<file path="src/rtl/exec_ctrl.sv">
// Multi-cycle execution controller: fetches 16-bit instructions, hands operands to an
// external ALU, and writes results back into a four-entry 8-bit register file.
module exec_ctrl (
  input  logic       clk_i,
  input  logic       rst_ni,
  output logic       imem_req_o,
  output logic [7:0] imem_addr_o,
  input  logic       imem_ack_i,
  input  logic [15:0] imem_data_i,
  output logic [3:0] alu_inst_o,
  output logic [7:0] alu_reg1_o,
  output logic [7:0] alu_reg2_o,
  input  logic [7:0] alu_reg_i,
  input  logic       alu_branch_i,
  input  logic       alu_over_flag_i,
  output logic       ovf_o,
  output logic       halt_o
);

  localparam logic [3:0] OP_ADD  = 4'h0;
  localparam logic [3:0] OP_SUB  = 4'h1;
  localparam logic [3:0] OP_SFL  = 4'h2;
  localparam logic [3:0] OP_SFR  = 4'h3;
  localparam logic [3:0] OP_INC  = 4'h4;
  localparam logic [3:0] OP_DEC  = 4'h5;
  localparam logic [3:0] OP_BNE  = 4'h6;
  localparam logic [3:0] OP_BEQ  = 4'h7;
  localparam logic [3:0] OP_BLT  = 4'h8;
  localparam logic [3:0] OP_LHB  = 4'h9;
  localparam logic [3:0] OP_JMP  = 4'hA;
  localparam logic [3:0] OP_HALT = 4'hF;

  typedef enum logic [2:0] {
    IDLE   = 3'd0,
    FETCH  = 3'd1,
    DECODE = 3'd2,
    EXEC   = 3'd3,
    WB     = 3'd4,
    HALT   = 3'd5
  } state_e;

  state_e      state_q, state_d;
  logic [7:0]  pc_q, pc_d;
  logic [15:0] ir_q, ir_d;
  logic [7:0]  opa_q, opa_d;
  logic [7:0]  opb_q, opb_d;
  logic [7:0]  rf_q [4];
  logic [7:0]  rf_d [4];
  logic [7:0]  res_q, res_d;
  logic        br_q, br_d;
  logic        alu_ovf_q, alu_ovf_d;
  logic        ovf_q, ovf_d;

  logic [3:0] op;
  logic [1:0] rd;
  logic [1:0] rs;
  logic [7:0] imm;
  logic       writes_rd;
  logic       is_branch;

  assign op  = ir_q[15:12];
  assign rd  = ir_q[11:10];
  assign rs  = ir_q[9:8];
  assign imm = ir_q[7:0];

  assign writes_rd = op inside {OP_ADD, OP_SUB, OP_SFL, OP_SFR, OP_INC, OP_DEC, OP_LHB};
  assign is_branch = op inside {OP_BNE, OP_BEQ, OP_BLT, OP_JMP};

  always_ff @(posedge clk_i or negedge rst_ni) begin
    if (!rst_ni) begin
      state_q   <= IDLE;
      pc_q      <= '0;
      ir_q      <= '0;
      opa_q     <= '0;
      opb_q     <= '0;
      res_q     <= '0;
      br_q      <= 1'b0;
      alu_ovf_q <= 1'b0;
      ovf_q     <= 1'b0;
      for (int i = 0; i < 4; i++) rf_q[i] <= '0;
    end else begin
      state_q   <= state_d;
      pc_q      <= pc_d;
      ir_q      <= ir_d;
      opa_q     <= opa_d;
      opb_q     <= opb_d;
      res_q     <= res_d;
      br_q      <= br_d;
      alu_ovf_q <= alu_ovf_d;
      ovf_q     <= ovf_d;
      rf_q      <= rf_d;
    end
  end

  // ALU response is registered at the end of EXEC so WB never depends on live ALU inputs.
  always_comb begin
    state_d   = state_q;
    pc_d      = pc_q;
    ir_d      = ir_q;
    opa_d     = opa_q;
    opb_d     = opb_q;
    rf_d      = rf_q;
    res_d     = res_q;
    br_d      = br_q;
    alu_ovf_d = alu_ovf_q;
    ovf_d     = ovf_q;
    case (state_q)
      IDLE: state_d = FETCH;
      FETCH: begin
        if (imem_ack_i) begin
          ir_d    = imem_data_i;
          state_d = DECODE;
        end
      end
      DECODE: begin
        opa_d   = (op == OP_LHB) ? imm : rf_q[rd];
        opb_d   = rf_q[rs];
        state_d = EXEC;
      end
      EXEC: begin
        res_d     = alu_reg_i;
        br_d      = alu_branch_i;
        alu_ovf_d = alu_over_flag_i;
        state_d   = WB;
      end
      WB: begin
        if (writes_rd) rf_d[rd] = res_q;
        if (op == OP_ADD) ovf_d = alu_ovf_q;
        if (op == OP_HALT) begin
          state_d = HALT;
        end else begin
          pc_d    = (is_branch && br_q) ? imm : pc_q + 8'd1;
          state_d = FETCH;
        end
      end
      HALT: state_d = HALT;
      default: state_d = IDLE;
    endcase
  end

  assign imem_req_o  = (state_q == FETCH);
  assign imem_addr_o = pc_q;
  assign alu_inst_o  = (state_q == EXEC) ? op : 4'h0;
  assign alu_reg1_o  = (state_q == EXEC) ? opa_q : 8'h00;
  assign alu_reg2_o  = (state_q == EXEC) ? opb_q : 8'h00;
  assign ovf_o       = ovf_q;
  assign halt_o      = (state_q == HALT);

endmodule

</file>
<file path="config.mk">
export PLATFORM = sky130hd
export DESIGN_NAME = exec_ctrl
export DESIGN_NICKNAME = d
export VERILOG_FILES = /design/src/rtl/exec_ctrl.sv
export SDC_FILE = /design/constraint.sdc
export NUM_CORES = 1
export LEC_CHECK = 0
export ABC_AREA = 1
export BUFFER_PORTS_ARGS = -buffer_cell sky130_fd_sc_hd__buf_4
export CORE_MARGIN = 5
export CORE_UTILIZATION = 29
export CTS_CLUSTER_DIAMETER = 60
export DETAILED_ROUTE_END_ITERATION = 10
export RECOVER_POWER = 50
export SYNTH_ARGS = -nofsm -noshare
export SYNTH_HDL_FRONTEND = slang
export SYNTH_SLANG_ARGS = --single-unit
</file>
<file path="constraint.sdc">
create_clock -name clk_i -period 1.4 [get_ports clk_i]
set_input_delay 0.07 -clock clk_i [delete_from_list [all_inputs] [get_ports clk_i]]
set_output_delay 0.07 -clock clk_i [all_outputs]
set_load 0.01 [all_outputs]
</file>
# Yosys cells after proc, flatten, opt, wreduce, memory -nomap -nowiden
# Cells that the tools add are included.
[op_classes]
order_cmp = 3
mux = 17
n_mul = 0
n_eq_ne = 17
div = 0
n_bitwise = 3
n_reduce_logical = 10
addsub = 1
n_shift = 0
[ops]
columns = ["op", "n"]
rows = [
  ["8-bit 2-to-1 mux", 9],
  ["8-bit binary-select mux with 2-bit select", 2],
  ["32-bit bitwise mux", 1],
  ["3-bit case mux with 6 select lines", 1],
  ["8-bit demux with 2-bit select", 1],
  ["4-bit by 3-bit == test with 1-bit output, second input constant", 4],
  ["4-bit == test, second input constant", 4],
  ["8-bit by 1-bit adder with 8-bit output, second input constant", 1],
  ["4-bit by 2-bit == test with 1-bit output, second input constant", 2],
  ["2-bit AND reduction", 4],
  ["7-bit nonzero test", 1],
  ["3-bit by 2-bit == test with 1-bit output, second input constant", 2],
  ["3-bit == test, second input constant", 2],
  ["3-bit >= comparator, second input constant", 2],
  ["3-bit 2-to-1 mux", 2],
  ["2-bit NOT with 3-bit output", 2],
  ["4-bit by 1-bit == test with 1-bit output, second input constant", 1],
  ["4-bit logical NOT", 1],
  ["4-bit 2-to-1 mux", 1],
  ["4-bit nonzero test", 1],
  ["3-bit by 1-bit == test with 1-bit output, second input constant", 1],
  ["3-bit logical NOT", 1],
  ["3-bit by 1-bit less-than comparator with 1-bit output, second input constant", 1],
  ["1-bit logical AND", 2],
  ["2 further kinds", 2],
]
[totals]
in_bits = 29
mem_bits_rw = 0
romBits = 0
latch_bits = 0
mem_count = 0
register_bits = 86
elab_cells = 64
output_inout_bits = 31

# Depth between registers and ports, before layout
[logic_depth]
ltp_word = 6
mapped_depth = 9
mapped_depth_nobuf = 8

# Least setup slack after synthesis
# Ideal clock, no wire load.
[synth_path]
kind = "register to register"
startpoint = "register state_q[1]"
endpoint = "register rf_q[19] (netlist name)"
setup_slack_ps = 93
t_arrival_ps = 1187
period_less_slack_ps = 1307
required_time_ps = 1280
path_buffers = 1
path_stages_with_launch = 8
setup_ps = 120
path_cell_list = "dfrtp_1 > inv_1 > nand3_2 > clkinv_4 > nand4_4 > buf_6 > nand2_1 > o21ai_2"
[synth_via]
elab_chain_len = 2
[synth_lines]
columns = ["element", "line_no", "source"]
rows = [
  ["start: declaration", "42", "state_e state_q, state_d;"],
  ["start signal: assignment", "82", "state_q <= state_d;"],
  ["3-bit == test", "107", "case (state_q)"],
  ["2-bit AND reduction (no source line)", "n/a", ""],
  ["end signal: assignment", "91", "rf_q <= rf_d;"],
  ["end: declaration", "47", "logic [7:0] rf_q [4];"],
]
# Every way passes these cells.
# A chain may end at the register's enable or synchronous reset.

# Worst setup path after layout
[layout_path]
startpoint = "register state_q[2]"
endpoint = "output port halt_o"
[layout_via]
elab_chain_len = 1
[layout_lines]
columns = ["element", "line_no", "source"]
rows = [
  ["3-bit == test", "147", "assign halt_o = (state_q == HALT);"],
  ["end: declaration", "17", "output logic halt_o"],
]
# Every way passes these cells.

==> impl_metrics.ini <==
[run_status]
status = complete, but fails checks
violations = negative hold slack, negative setup slack

[critical_path]
timing.rr.start = state_q[1]$_DFFE_PN0P_
cp.required_ps = 1330
cp_num_buf_inv = 3
cp_cell_sequence = buf_4 > inv_1 > nor3_1 > buf_4
r2r_setup_slack_ps = -20
cp-end-kind = output pin
start_kind = flop
critPathKind = reg2out
crit_slowest_cell = dfrtp_2
cp_data_arrival_time_ps = 1460
worstRegToRegCells = 7
cpMostUsedCell = buf_4
crit_family = flip-flops
r2r_end = rf_q[25]$_DFFE_PN0P_
max_stage_delay_ps = 410
cp_max_fo = 3

[yosys]
synth.area.top_cells = dfrtp_1 (48%), nand2_1 (11%), inv_1 (6.3%)
syn_area_um2 = 4480
synth_fp_nets = 578
yosysSeqAreaShare_pct = 48.1
ys_seq_elements = 86
yosys.area.top_type_share_pct = 48.1
syn_inst = 548
ys_types = 36
yosys_most_used_dff = dfrtp_1
async_flop_share_pct = 100
ys_warn_count = 0
syn_avg_cell_area_um2 = 8.17
synth_edf_count = 0
yosysTopAreaCell = dfrtp_1

[placed_design]
gp_congestion = 0.828
hpwl_um = 8140
port_buffers = 59
dp.cells = 802

[detailed_routing]
ant_nets = 0
drtPass1Iterations = 4
detail_route.wl_per_cell_um = 13.9
vias_per_cell = 4.60
drt_iter0_drc = 256
drc = 0
drt_wl_total_um = 11800
vias = 3927

[worst_hold_path]
min_path_cells = 3
min_path_type = in2reg
holdPathEnd = ir_q[2]$_DFFE_PN0P_
hold_path.startpoint = imem_data_i[2]

[finish]
regArea_um2 = 2150
multiInputGateArea_um2 = 2010
final_util_pct = 40.1
stdcell_count = 854
num-nets-final = 692
n_fill_cell = 1536
layout_common_cells = nand2_1 (126), dfrtp_1 (84), buf_4 (82)
areaGrowthSynthToFinish_pct = 36.0
antenna_cells = 0
layout-drive-gt1-share_pct = 26.9
mostFrequentLayoutCell = nand2_1

[sta]
timing.fmax_mhz = 655
skew_ps = 5.24
slew_violations = 0
period_needed_ps = 1530
slew_headroom_pct = 57.7
tns_ps = -1160
rsz0062_at_grt = true
hold_slack_ps = -3.82
hold_violations = 4
tightest_slew_ps = 634
post-route-period-util_pct = 109
finalSetupViolations = 30
final.setup.worst_slack_ps = -126

[clocking]
cts_buffers = 9
clk-insertion-delay-late_ps = 340
clock-sinks = 86
h-tree-depth = 3
max-clock-path-buffers = 2
cts_tree = built
clk_pin_slew_ps = 60
cts-root-buf = clkbuf_16

[die]
core_area_um2 = 15200
io_pins = 60
start_util_pct = 29.5
dieArea_um2 = 18000
rows = 45
die_w_um = 134
die_h_um = 134

[power_and_ir_drop]
p_sw_share_pct = 40.4
pwr-share-seq_pct = 33.3
leakage_nw = 3.05
p_switching_w = 0.00516
ir_drop_mv = 0.771
power.density_nw_per_um2 = 2100
p_comb_share_pct = 46.4
intPower_w = 0.00762
p_clk_share_pct = 20.3

[global_routing]
grt_max_degree = 34
grt-ovfl-total = 0
grt_pass1_wl_um = 19100
grt_pass1_vias = 3771
antenna_found_initial = 0
grtUsageTotal_pct = 13.1

[job]
cap_violations = 0
## registers in the layout, summed over array words and instances (netlist names)
signal / flops
rf_q: 32
ir_q: 16
imem_addr_o: 8
opa_q: 8
opb_q: 8
res_q: 8
state_q: 3
alu_ovf_q: 1
br_q: 1
ovf_o: 1
## power by group through the flow
stage	logic, W	clock network, W	registers [W]
3_3_place_gp	0.00521	0	0.00426
6_report	0.00593	0.00260	0.00425
4_1_cts	0.00569	0.00263	0.00422
2_1_floorplan	0.00346	0	0.00414
3_5_place_dp	0.00526	0	0.00427
5_1_grt	0.00661	0.00273	0.00439
## Yosys cell counts (4+ instances only)
cell and instances:
o21ai_1 9, a21oi_1 46, nand2_4 4, nor2_1 62, o21ai_0 27, dfrtp_1 86
buf_2 5, nand4_1 8, nand3_1 22, clkbuf_1 8, inv_1 75, o21ai_2 24
buf_6 5, nand2_1 127, o211ai_1 8
## how the worst max path moves through the flow
stage                                start                    to  slack [ps]  depth (start not counted)
finish              state_q[2]$_DFFE_PN0P_                halt_o        -130                          4
global route        state_q[0]$_DFFE_PN0P_         alu_reg2_o[6]        -150                          6
floorplan           state_q[1]$_DFFE_PN0P_  rf_q[19]$_DFFE_PN0P_          90                          7
global placement    state_q[1]$_DFFE_PN0P_  rf_q[22]$_DFFE_PN0P_          20                          6
detailed placement  state_q[1]$_DFFE_PN0P_  rf_q[18]$_DFFE_PN0P_         -30                          6
CTS                 state_q[1]$_DFFE_PN0P_                halt_o         -80                          3
## layout make-up
class                      count  share of cell area (%)
sequential                    86                    35.4
multi-input combinational    367                    32.9
timing repair buffer         120                    17.6
inverter                      78                    4.89
clock buffer                  11                    4.15
tap                          188                    3.86
clock inverter                 4                    1.15
## cells by family after synthesis
family          Yosys count  share of synthesized area, %
flops                    86                          48.1
fa+ha+maj                 1                         0.279
compound gates          116                          15.5
simple gates            243                          25.6
buf+inv                  98                          9.67
xor+xnor                  3                         0.587
mux                       1                         0.251
## through the flow
stage,area [um2],power (W),worst slack [ps]
after floorplan,4480,0.00760,92.7
after global placement,5290,0.00947,22.9
after detailed placement,5290,0.00953,-26.3
after CTS,6000,0.0125,-80.7
after global routing,6090,0.0137,-146
final,6090,0.0128,-126
## timing repair
item	in CTS	in global routing
gates cloned	2	1
buffers inserted	10	4
endpoints found under the setup margin	41	78
hold buffers	20	0
gates resized for setup	23	15
hold endpoints to repair	97	0
pin swaps	5	5
## worst reg2reg max path, cell delays in order, from the launching register on
cell and delay [ps]:
dfrtp_1 370, inv_1 160, nand3_2 160, clkinv_4 150, buf_4 160, nand3_4 140, nand2_1 100, o21ai_1 60
## layer usage
metal / vias up / GRT usage (%) / part of all wire (%) / routed length (um)
met1: 1869 / 17.7 / 44 / 5240
met4: 0 / 3.90 / 1.4 / 168
met3: 12 / 2.33 / 3.8 / 444
met2: 66 / 21.6 / 51 / 5980
li1: 1980 / - / - / -
met5: - / 0 / 0 / 0
(Power assumes the default switching activity.)
